## src/rtl/ascii_scroll_buffer.sv

```systemverilog
// ascii_scroll_buffer: message store feeding NUM_DIGITS ASCII-to-7-segment decoders.
// The message is shown scrolling right-to-left through a window that is padded with blanks.
// Ports:
//   Clock      - system clock; all state changes on the rising edge
//   nReset     - asynchronous active-low reset
//   CharIn     - ASCII character to append to the message
//   CharValid  - CharIn is valid this cycle
//   CharReady  - combinational; high when a character can be accepted (!full && !Clear)
//   Clear      - synchronous; empties the message and restarts the scroll
//   Enable     - 1 lets the scroll advance, 0 freezes it
//   Window     - registered window; the top byte is the leftmost digit
//   Length     - current message length in characters
module ascii_scroll_buffer #(
  parameter int unsigned NUM_DIGITS = 4,
  parameter int unsigned DEPTH      = 32,
  parameter int unsigned TICK_DIV   = 25000000
) (
  input  logic                      Clock,
  input  logic                      nReset,
  input  logic [7:0]                CharIn,
  input  logic                      CharValid,
  output logic                      CharReady,
  input  logic                      Clear,
  input  logic                      Enable,
  output logic [8*NUM_DIGITS-1:0]   Window,
  output logic [$clog2(DEPTH):0]    Length
);

  localparam int unsigned AW   = $clog2(DEPTH);
  localparam int unsigned LW   = AW + 1;
  localparam int unsigned PMAX = DEPTH + NUM_DIGITS;
  // offset + k is below 2*P, so the index width covers twice the largest period
  localparam int unsigned SW   = $clog2(2 * PMAX);
  localparam int unsigned TW   = (TICK_DIV > 1) ? $clog2(TICK_DIV) : 1;
  localparam logic [7:0]  BLANK = 8'h20;

  logic [7:0]              r_buf [DEPTH];
  logic [LW-1:0]           r_len;
  logic [SW-1:0]           r_off;
  logic [TW-1:0]           r_cnt;
  logic [8*NUM_DIGITS-1:0] r_window;

  logic                    w_ready;
  logic                    w_wr;
  logic                    w_last_cnt;
  logic [SW-1:0]           w_period;
  logic [SW-1:0]           w_off_inc;
  logic [SW-1:0]           w_idx;
  logic [8*NUM_DIGITS-1:0] w_window_nxt;

  assign w_ready    = (r_len != LW'(DEPTH)) && !Clear;
  assign w_wr       = CharValid && w_ready;
  assign w_last_cnt = (r_cnt == TW'(TICK_DIV - 1));
  // Period of the padded stream; taken before any write on this edge
  assign w_period   = SW'(r_len) + SW'(NUM_DIGITS);
  assign w_off_inc  = r_off + SW'(1);

  assign CharReady = w_ready;
  assign Window    = r_window;
  assign Length    = r_len;

  // Message storage; contents are irrelevant beyond r_len so no reset
  always_ff @(posedge Clock) begin
    if (w_wr) begin
      r_buf[r_len[AW-1:0]] <= CharIn;
    end
  end

  // Length, scroll offset and tick counter
  always_ff @(posedge Clock or negedge nReset) begin
    if (!nReset) begin
      r_len <= '0;
      r_off <= '0;
      r_cnt <= '0;
    end else if (Clear) begin
      r_len <= '0;
      r_off <= '0;
      r_cnt <= '0;
    end else begin
      if (w_wr) begin
        r_len <= r_len + LW'(1);
      end
      if (r_len == '0) begin
        r_off <= '0;
        r_cnt <= '0;
      end else if (Enable) begin
        if (w_last_cnt) begin
          r_cnt <= '0;
          r_off <= (w_off_inc == w_period) ? '0 : w_off_inc;
        end else begin
          r_cnt <= r_cnt + TW'(1);
        end
      end
    end
  end

  // Window digit k shows stream[(offset+k) mod P]; one conditional subtract does the mod
  always_comb begin
    w_window_nxt = {NUM_DIGITS{BLANK}};
    w_idx        = '0;
    for (int k = 0; k < int'(NUM_DIGITS); k++) begin
      w_idx = r_off + SW'(k);
      if (w_idx >= w_period) begin
        w_idx = w_idx - w_period;
      end
      if ((r_len != '0) && (w_idx >= SW'(NUM_DIGITS))) begin
        w_window_nxt[8*(int'(NUM_DIGITS)-k)-1 -: 8] = r_buf[AW'(w_idx - SW'(NUM_DIGITS))];
      end
    end
  end

  // Window register
  always_ff @(posedge Clock or negedge nReset) begin
    if (!nReset) begin
      r_window <= {NUM_DIGITS{BLANK}};
    end else begin
      r_window <= w_window_nxt;
    end
  end

endmodule

```

## config.mk

```make
export PLATFORM = sky130hd
export DESIGN_NAME = ascii_scroll_buffer
export DESIGN_NICKNAME = d
export VERILOG_FILES = /design/src/rtl/ascii_scroll_buffer.sv
export SDC_FILE = /design/constraint.sdc
export NUM_CORES = 1
export LEC_CHECK = 0
export BUFFER_PORTS_ARGS = -buffer_cell sky130_fd_sc_hd__clkbuf_2
export CAP_MARGIN = 20
export CORE_MARGIN = 5
export CORE_UTILIZATION = 50
export DETAILED_ROUTE_END_ITERATION = 6
export HOLD_SLACK_MARGIN = 0.02
export PLACE_DENSITY = 0.66
export SYNTH_ARGS = -nofsm -noshare
export SYNTH_HDL_FRONTEND = slang
export SYNTH_SLANG_ARGS = --single-unit
export TNS_END_PERCENT = 100
```

## constraint.sdc

```tcl
create_clock -name Clock -period 6.3 [get_ports Clock]
set_clock_uncertainty 0.2 [all_clocks]
set_input_delay 0.63 -clock Clock [delete_from_list [all_inputs] [get_ports Clock]]
set_output_delay 0.63 -clock Clock [all_outputs]
set_load 0.02 [all_outputs]
```

## Word level (Yosys, flattened, before mapping)

Memories as Yosys holds them, arrays and structs flattened.
Index checks and enable logic that the tools add are counted.

- Register bits after elaboration: 70
- Memory bits (writable): 256
- Memories kept: 1

Memories:

| memory | depth | bits a word | read ports | clocked after memory_dff | wr ports | RTL line | RTL |
|---|---|---|---|---|---|---|---|
| r_buf | 32 | 8 | 4 | 0 | 1 | 37 | `logic [7:0] r_buf [DEPTH];` |

- Add/sub/neg operators: 14
- Order comparisons: 8
- Equal/unequal tests: 3
- Multiplexer cells: 21
- Reductions and logical operators: 13

Operator list:

| kind | count |
|---|---|
| $mux W25 | 4 |
| $mux W7 | 9 |
| $mux W8 | 4 |
| $ge A7 B3 Y1 const B | 4 |
| $ge A7 B7 Y1 | 4 |
| $sub A7 B7 Y7 | 4 |
| $add A25 B1 Y25 const B | 1 |
| $eq A25 B25 Y1 const B | 1 |
| $sub A5 B3 Y5 const B | 4 |
| $add A7 B2 Y7 const B | 2 |
| $mux W6 | 2 |
| $add A6 B3 Y7 const B | 1 |
| $add A7 B1 Y7 const B | 1 |
| $eq A7 B7 Y1 | 1 |
| $add A6 B1 Y6 const B | 1 |
| $logic_and A1 B1 Y1 | 6 |
| $logic_not A6 Y1 | 1 |
| $ne A6 B6 Y1 const B | 1 |
| $reduce_bool A3 Y1 | 2 |
| $reduce_bool A6 Y1 | 1 |
| $mux W1 | 2 |
| $reduce_and A2 Y1 | 1 |
| $reduce_bool A2 Y1 | 1 |
| $logic_not A1 Y1 | 1 |

## Logic depth before layout (Yosys ltp)

- Word-level depth: 7
- Gate-level depth with buffers: 20
- Depth with buffers taken out: 17

## Least setup slack after synthesis

Ideal clock, no wire load.

- Kind: register to register
- Start point: reg r_off[1]
- End point: reg r_window[6], in the netlist Window[6]
- Arrival: 4.047 ns
- Path slack: 1.932 ns
- Cell stages (with the launch flop): 21
- Buffers on the path: 3
- Period minus slack after synthesis: 4.368 ns
- Cell sequence: dfrtp_1 > clkbuf_1 > inv_1 > ha_1 > a21oi_1 > nor2_1 > xnor2_1 > ha_1 > nand2_1 > o21ai_0 > a21oi_1 > buf_2 > nor2_1 > a21oi_1 > ha_1 > inv_1 > clkbuf_1 > o221ai_1 > a21oi_1 > nor3_1 > a22o_1

- Longest elaborated chain between the ends: 6

Ends and longest elaborated chain:

| item | RTL line | RTL |
|---|---|---|
| start: declaration | 39 | `logic [SW-1:0] r_off;` |
| start signal: assignment | 89 | `r_off <= (w_off_inc == w_period) ? '0 : w_off_inc;` |
| $add A7 B2 Y7 * | 102 | `w_idx = r_off + SW'(k);` |
| $sub A7 B7 Y7 / $ge A7 B7 Y1 (equally long branches) | 104, 103 |  |
| $mux W7 * | 103 | `if (w_idx >= w_period) begin` |
| $sub A5 B3 Y5 / $ge A7 B3 Y1 (equally long branches) | 107, 106 |  |
| $mem_v2 Z32 W8 / $logic_and A1 B1 Y1 (equally long branches) | n/a |  |
| $mux W8 * | 106 | `if ((r_len != '0) && (w_idx >= SW'(NUM_DIGITS))) begin` |
| named net w_window_nxt[6] | 49 | `logic [8*NUM_DIGITS-1:0] w_window_nxt;` |
| end signal: assignment | 115 | `r_window <= {NUM_DIGITS{BLANK}};` |
| end signal: assignment | 117 | `r_window <= w_window_nxt;` |
| end: declaration | 41 | `logic [8*NUM_DIGITS-1:0] r_window;` |

Mark *: on every way through the listed nets, which the timed path passes. The rest lies on a longest branch.
A chain may end at the register's enable or synchronous reset.

## Worst setup path in the final report

- Start point: reg r_off[1]
- End point: reg r_window[7], in the netlist Window[7]

Same word-level chain as after synthesis.

==> flow_metrics.tcl <==
set metrics [dict create \
    synth_top_area_share_pct 34.6 \
    path_class "reg2reg" \
    num_rows 77 \
    fin_tns_setup_ns 0 \
    clock_latency_ns 0.57 \
    antenna_found_initial 2 \
    setup_viol 0 \
    firstDrtPassIters 7 \
    r2r_start "r_off[1]" \
    synth_edf_count 256 \
    initial_core_util_pct 50.4 \
    numCtsBuffers 38 \
    fmax_mhz 181 \
    drc 0 \
    cts_buffer_depth 3 \
    io_buffers 51 \
    routed.top_layer "met4" \
    r2r_slack_ns 0.79 \
    fp.coreArea_um2 44000 \
    final_antenna_net_count 0 \
    wl_met1_um 31200 \
    critical_path_buf_inv_count 6 \
    tightest_slew_ns 1.26 \
    grt_pass1_vias 18821 \
    cts.reportedPaths.clkPinSlew_ns 0.06 \
    arrival_ns 5.76 \
    route.final.wire_length_um 84600 \
    cts_tree "yes" \
    syn_nets 2306 \
    relSlewSlack_pct 15.4 \
    multi_input_area_um2 11900 \
    power_density_nw_per_um2 333 \
    cts.sinks 326 \
    yosysMostFrequentCell "nand2_1" \
    synth_seq_cells 326 \
    post_drt_via_cell_ratio 6.93 \
    rsz0062_at_grt "false" \
    path_cells "buf_4 -> inv_1 -> ha_1 -> xor2_1 -> inv_1 -> ha_1 -> a21oi_1 -> o21ai_1 -> a21oi_1 -> buf_4 -> nor2_1 -> a21oi_2 -> inv_2 -> nand2_1 -> buf_4 -> a21oi_1 -> nor4_1 -> a21oi_1 -> a22o_1" \
    seqCellArea_um2 9440 \
    maxCapViolations 0 \
    r2r-end "Window[7]" \
    synth_common_cells "nand2_1, mux2i_1, edfxtp_1" \
    crit_path_start_kind "flip-flop" \
    fin_crit_sh_pct 87.5 \
    wl_met2_um 36900 \
    grt_max_degree 99 \
    fp.dieW_um 221 \
    met3_length_um 9990 \
    overflow 0 \
    synth_area_um2 22200 \
    min_path_type "in2reg" \
    crit_slowest_cell "dfrtp_1" \
    ctsHoldBuffers 0 \
    dp_hpwl_um 58200 \
    async_flop_share_pct 21.5 \
    slew_violations 0 \
    worstHoldPathCells 2 \
    ys_warn_count 0 \
    grt_usage_pct 34.2 \
    min_from "Clear" \
    cts_resized 0 \
    crit_path_frequent_cell "a21oi_1" \
    globalplace.congestion 1.04 \
    post-cts-setup-buffer-count 0 \
    die_y_um 221 \
    synth.largest_area_cell "edfxtp_1" \
    h-tree-depth 2 \
    max-vdd-ir-drop_mv 0.213 \
    final_core_util_pct 55.4 \
    hold_violations 0 \
    die_area_um2 48700 \
    slowest_delay_ns 0.47 \
    fin_nets 2324 \
    syn_to_final_growth_pct 9.91 \
    ys.flop_type "edfxtp_1" \
    status "complete, no violations" \
    cp_top_family "buffers and inverters" \
    cts_root_buffer "clkbuf_16" \
    ys_top_cells_by_area "edfxtp_1, mux2i_1, nand2_1" \
    vias 19975 \
    netlist_instances 2244 \
    end_kind "flip-flop" \
    min_to "Length[5]" \
    fill_cells 3804 \
    synthDistinctLibCells 91 \
    required_ns 6.55 \
    grt_first_pass_wirelength_um 124000 \
    period_needed_ns 5.51 \
    drt-initial-drc-count 3244 \
    drive_above_1_share_pct 12.2 \
    boundaryPins 52 \
    avgSynthCellArea_um2 9.89 \
    wl_per_cell_um 29.3 \
    leakage_nw 9.43 \
    path_max_fanout 18 \
    synth_seq_area_share_pct 42.5 \
    r2r_cells 19 \
]
worst max path at each step:
stage	from	endpoint	slack, ns	cells past startpoint
after detailed placement	r_off[1]	Window[7]	0.96	19
after global placement	r_off[2]	Window[23]	1.00	15
final	r_off[1]	Window[7]	0.79	19
after CTS	r_off[1]	Window[7]	0.93	19
after floorplan	r_off[1]	Window[6]	1.93	20
after global routing	r_off[3]	Window[21]	0.66	15
state kept, by name, indices dropped and copies added (netlist names):
register,count
r_buf,256
r_off,7
Length,6
Window,32
r_cnt,25
worst register-to-register path, stage by stage (launching register included):
cell and delay (ns):
dfrtp_1 0.47, buf_4 0.22, inv_1 0.22, ha_1 0.26
xor2_1 0.40, inv_1 0.14, ha_1 0.41, a21oi_1 0.18
o21ai_1 0.10, a21oi_1 0.14, buf_4 0.22, nor2_1 0.09
a21oi_2 0.31, inv_2 0.34, nand2_1 0.45, buf_4 0.37
a21oi_1 0.07, nor4_1 0.47, a21oi_1 0.08, a22o_1 0.26
power breakdown:
part | leakage (nW) | switching [W] | total, W | internal (W)
registers | 3.26 | 0.0000453 | 0.00242 | 0.00237
logic | 5.60 | 0.00238 | 0.00357 | 0.00119
clock network | 0.566 | 0.000937 | 0.00213 | 0.00119
per-stage QoR:
stage               power, W  area (um^2)  std cells  hold WS [ns]  setup slack (ns)
floorplan            0.00471        22200       2244         0.134              1.93
global placement     0.00585        23100       2799         0.261              1.00
detailed placement   0.00588        23100       2802         0.286             0.958
CTS                  0.00799        24300       2869        0.0958             0.932
global route         0.00832        24400       2881         0.231             0.663
finish               0.00812        24400       2883         0.212             0.789
cells in the final DEF (no fill, tap or decap), drive strengths merged, types with 24 or more instances in the layout:
master    n
nor3     33
a211oi   53
and3     36
xnor2    24
ha       45
clkbuf   96
nand2   464
buf      77
edfxtp  256
o22ai    38
o21ai    67
nand4    32
a31oi    24
dfrtp    66
inv      37
mux4     41
mux2i   263
a21oi   109
nor2     84
nand3   141
per-layer routing:
layer | vias up | GRT usage, %
li1 | 8455 | -
met1 | 9626 | 43.4
met2 | 1520 | 51.8
met3 | 374 | 9.04
met4 | 0 | 22.5
met5 | - | 0
cells by family after synthesis:
logic type,synth area share (%)
xor+xnor,1.77
compound gates,13.6
buf+inv,4.39
fa+ha+maj,2.90
mux,17.0
simple gates,17.8
flops,42.5
layout make-up:
| cell class | instances | area share (%) |
|---|---|---|
| antenna | 2 | 0.0205 |
| clock buffer | 46 | 4.14 |
| clock inverter | 21 | 0.631 |
| inverter | 38 | 0.585 |
| multi-input combinational | 1730 | 48.9 |
| sequential | 326 | 38.7 |
| tap | 592 | 3.04 |
| timing repair buffer | 128 | 3.99 |
Power figures use the tool's default switching activity.
